===== src/rtl/pixel_loader.sv =====
// pixel_loader: packs an RGB byte stream into 24-bit pixels and writes them
// to the source pixel RAM at consecutive addresses, flagging frame completion.
module pixel_loader #(
  parameter int unsigned ADDR_BITS   = 10,
  parameter int unsigned PIXEL_COUNT = 1024
) (
  input  logic                 clk,
  input  logic                 reset,
  input  logic                 start,
  input  logic [7:0]           rx_data,
  input  logic                 rx_valid,
  output logic                 mem_we,
  output logic [ADDR_BITS-1:0] mem_addr,
  output logic [23:0]          mem_di,
  output logic                 busy,
  output logic                 done,
  output logic [ADDR_BITS:0]   pixel_count
);

  localparam int unsigned CNT_BITS = ADDR_BITS + 1;

  localparam logic [1:0] ST_IDLE = 2'd0;
  localparam logic [1:0] ST_LOAD = 2'd1;
  localparam logic [1:0] ST_DONE = 2'd2;

  localparam logic [ADDR_BITS-1:0] LAST_IDX = ADDR_BITS'(PIXEL_COUNT - 1);

  logic [1:0]           state, state_next;
  logic [1:0]           byte_idx, byte_idx_next;
  logic [7:0]           r_reg, r_next;
  logic [7:0]           g_reg, g_next;
  logic [ADDR_BITS-1:0] pix_idx, pix_next;
  logic                 we_next;
  logic [ADDR_BITS-1:0] addr_next;
  logic [23:0]          di_next;
  logic                 busy_next;
  logic                 done_next;
  logic [CNT_BITS-1:0]  count_next;

  // Next-state and next-output logic; every output is registered below.
  always_comb begin
    state_next    = state;
    byte_idx_next = byte_idx;
    r_next        = r_reg;
    g_next        = g_reg;
    pix_next      = pix_idx;
    we_next       = 1'b0;
    addr_next     = mem_addr;
    di_next       = mem_di;
    busy_next     = busy;
    done_next     = done;
    count_next    = pixel_count;

    case (state)
      ST_IDLE, ST_DONE: begin
        // Bytes arriving outside a load (even alongside start) are dropped.
        if (start) begin
          state_next    = ST_LOAD;
          busy_next     = 1'b1;
          done_next     = 1'b0;
          pix_next      = '0;
          byte_idx_next = 2'd0;
          count_next    = '0;
        end
      end
      ST_LOAD: begin
        if (rx_valid) begin
          case (byte_idx)
            2'd0: begin
              r_next        = rx_data;
              byte_idx_next = 2'd1;
            end
            2'd1: begin
              g_next        = rx_data;
              byte_idx_next = 2'd2;
            end
            2'd2: begin
              di_next       = {r_reg, g_reg, rx_data};
              addr_next     = pix_idx;
              we_next       = 1'b1;
              byte_idx_next = 2'd0;
              pix_next      = pix_idx + ADDR_BITS'(1);
              count_next    = pixel_count + CNT_BITS'(1);
              if (pix_idx == LAST_IDX) begin
                state_next = ST_DONE;
                busy_next  = 1'b0;
                done_next  = 1'b1;
              end
            end
            default: byte_idx_next = 2'd0;
          endcase
        end
      end
      default: state_next = ST_IDLE;
    endcase
  end

  // State and output registers with synchronous reset.
  always_ff @(posedge clk) begin
    if (reset) begin
      state       <= ST_IDLE;
      byte_idx    <= 2'd0;
      r_reg       <= 8'd0;
      g_reg       <= 8'd0;
      pix_idx     <= '0;
      mem_we      <= 1'b0;
      mem_addr    <= '0;
      mem_di      <= 24'd0;
      busy        <= 1'b0;
      done        <= 1'b0;
      pixel_count <= '0;
    end else begin
      state       <= state_next;
      byte_idx    <= byte_idx_next;
      r_reg       <= r_next;
      g_reg       <= g_next;
      pix_idx     <= pix_next;
      mem_we      <= we_next;
      mem_addr    <= addr_next;
      mem_di      <= di_next;
      busy        <= busy_next;
      done        <= done_next;
      pixel_count <= count_next;
    end
  end

endmodule


===== config.mk =====
export PLATFORM = sky130hd
export DESIGN_NAME = pixel_loader
export DESIGN_NICKNAME = d
export VERILOG_FILES = /design/src/rtl/pixel_loader.sv
export SDC_FILE = /design/constraint.sdc
export NUM_CORES = 1
export LEC_CHECK = 0
export ABC_AREA = 1
export BUFFER_PORTS_ARGS = -buffer_cell sky130_fd_sc_hd__buf_4
export CAP_MARGIN = 20
export CORE_MARGIN = 2
export CORE_UTILIZATION = 58
export CTS_CLUSTER_DIAMETER = 50
export DETAILED_ROUTE_END_ITERATION = 6
export GPL_TIMING_DRIVEN = 0
export PLACE_DENSITY_LB_ADDON = 0.3
export SYNTH_ARGS = -nofsm -noshare
export SYNTH_HDL_FRONTEND = slang
export SYNTH_SLANG_ARGS = --single-unit
export TNS_END_PERCENT = 20

===== constraint.sdc =====
create_clock -name clk -period 3.1 [get_ports clk]
set_input_delay 0.155 -clock clk [delete_from_list [all_inputs] [get_ports clk]]
set_output_delay 0.155 -clock clk [all_outputs]
set_load 0.01 [all_outputs]

==> run metrics <==
status=finished clean; Max clock buf depth=2; largest net degree at the start of global routing=14; Post-CTS Resized=0; Antenna Nets Post-Route=0; vias in the first global route=2810; first-pass GRT wire length=~12 mm; Setup Viol. Count Final=0; Worst path slowest cell=dfxtp_1; Clock Latency Late Sink=between 0.3 and 0.4 ns; clock root cell=clkbuf_8; Netlist Area Pre-Place=about 3100 um^2; Avg Cell Area, Syn=7.58 um^2; CTS Hold Bufs=0; Yosys warnings=0; post-DR wirelength/cell=13.0 um; # nets final=roughly 490; dpl ws=~1.6 ns; Startpoint Class=register; RSZ-0062 raised after global routing=false; period utilisation layout=0.516; syn_nets=between 400 and 500; TritonCTS clock tree=built; row cnt=26; max FFs per register=24; input/output buffers=59; P per Cell Area=roughly 490 nW/um^2; area fraction of the dominant cell type after synthesis=0.505; Die W=around 77 um; DRT iter0 DRCs=about 270; cell taking the most area after synthesis=dfxtp_1; IO Count=60; synthesized instance count=408; CP max stage delay=0.39 ns; CP bufs+invs=2; antenna diode count=0; Overall Global Routing Usage=0.258; post-layout power=~1900 uW; DR vias/cell=about 5.3; DR vias=between 2k and 3k; die area=5930 um^2; fin crit period=about 1.6 ns; Worst EP arrival=~1.8 ns; Starting Density=0.602; Achievable Freq=0.625 GHz; HPWL after detailed placement=5.07 mm; total of max-cap violations=0; Largest regs=mem_di: 24 flops, pixel_count: 11 flops; Area growth syn-to-layout=23.1%; crit path cell chain=inv_2 -> nor2_8 -> nand2_4 -> nor3_4 -> inv_2 -> nor2_1 -> nor2_1; H-tree levels=3; Congestion Overflow GR=0; worst-margin pin slew=around 0.53 ns; maximum vdd ir drop=0.370 mV; clock slew at reported path FFs=0.08 ns; DRT Wirelength=7.17 mm; Worst setup EP type=register; skew final=0.00859 ns; Sink Count=78; CORE AREA=5140 um^2; Final WS setup=roughly 1.5 ns; Leak Pwr=around 0.0018 uW; data required time at the worst endpoint=about 3.4 ns; final hold viol count=0; routability congestion estimate from global placement=around 0.85; CP top delay family=simple AND/OR/NAND/NOR gates; worst hold path class=in2reg; Chip Height=77.0 um; Setup CP Type=reg2reg; post-CTS setup buffers=0; sequential fraction of the synthesis area=0.505; Synth area leaders=dfxtp_1 50%, nor2_1 14%, o21ai_0 8.4%; worst hold slack=~0.049 ns; crit-path max FO=9; Reg with most FFs=mem_di; Max Transition Viols Final=0; initial antenna violation count=0; drt first pass iters=4; CTS buffer count=9; share of layout cells above drive strength 1=0.209; Worst slew margin=0.645; post-synth cell types=28; total negative slack=0 ns; DRC errors left=0; Synth Register Bits=78
-- where the power goes --
part	switching [uW]	total, uW	internal, uW
combinational	85.1	132	47.4
clock	374	708	335
sequential	12.1	1030	1020
-- cells by family after synthesis --
family                     count (synthesis)  synth area share
xor gates and xnor gates                   1           0.00283
AOI/OAI and AO/OA                         81             0.133
and+or+nand+nor                          201             0.287
DFF                                       78             0.505
buffers and inverters                     45            0.0647
adders and majority gates                  2           0.00809
-- synth_stat cells, drive strengths merged --
cell type and n:
nor2 119, dfxtp 78, nand2 58, o21ai 55
inv 29, a21oi 24, nand3 14, buf 9
clkbuf 7, nor3 5, nand4 3, ha 2
nand3b 2, a211oi 1, o21a 1, xnor2 1
-- per-layer routing --
| metal | up-vias | GRT usage | part of all wire |
|---|---|---|---|
| li1 | 1447 | - | - |
| met1 | 1368 | 0.294 | 0.41 |
| met2 | 79 | 0.458 | 0.51 |
| met3 | 10 | 0.0447 | 0.061 |
| met4 | 0 | 0.138 | 0.013 |
| met5 | - | 0 | 0 |
-- stage by stage --
step	area [um^2]	cells	util
floorplan	3090	408	-
global placement	3620	537	0.705
detailed placement	3620	537	0.705
CTS	3810	553	0.741
global route	3810	553	0.741
finish	3810	553	0.741
-- worst reg2reg max path, stage by stage (launching register included) --
cell     delay (ns)
dfxtp_1        0.39
inv_2          0.09
nor2_8         0.16
nand2_4        0.11
nor3_4         0.31
inv_2          0.17
nor2_1         0.19
nor2_1         0.07
-- layout by cell type, fill, tap and decap left out, drive strengths merged --
cell    Yosys  layout
inv        29      30
clkbuf      7      18
nand4       3       3
nand3b      2       2
o21a        1       1
ha          2       2
nor2      119     119
nand2      58      58
clkinv      0       4
a211oi      1       1
buf         9      68
a21oi      24      24
dfxtp      78      78
nand3      14      14
xnor2       1       1
nor3        5       5
o21ai      55      55
-- worst paths after layout --
check	slack, ns	endpoint	depth (start not counted)	startpoint
max	1.50	g_reg[5]$_SDFFE_PP0P_	7	state[0]$_SDFFE_PP0P_
min	0.05	r_reg[4]$_SDFFE_PP0P_	3	rx_data[4]
max reg2reg	1.50	g_reg[5]$_SDFFE_PP0P_	7	state[0]$_SDFFE_PP0P_
min reg2reg	0.47	done$_SDFFE_PP0P_	2	done$_SDFFE_PP0P_
-- cell type report --
class / count / area (um^2)
plain buffers: 16 / 91.3
fillers: 432 / 1330
clock inverters: 5 / 32.5
repair buffers: 59 / 443
multi-input cells: 285 / 1330
well taps: 70 / 87.6
clock buffers: 11 / 151
flip-flops and latches: 78 / 1560
inverters: 29 / 109
Note: power is estimated with default switching activity, not from simulation.
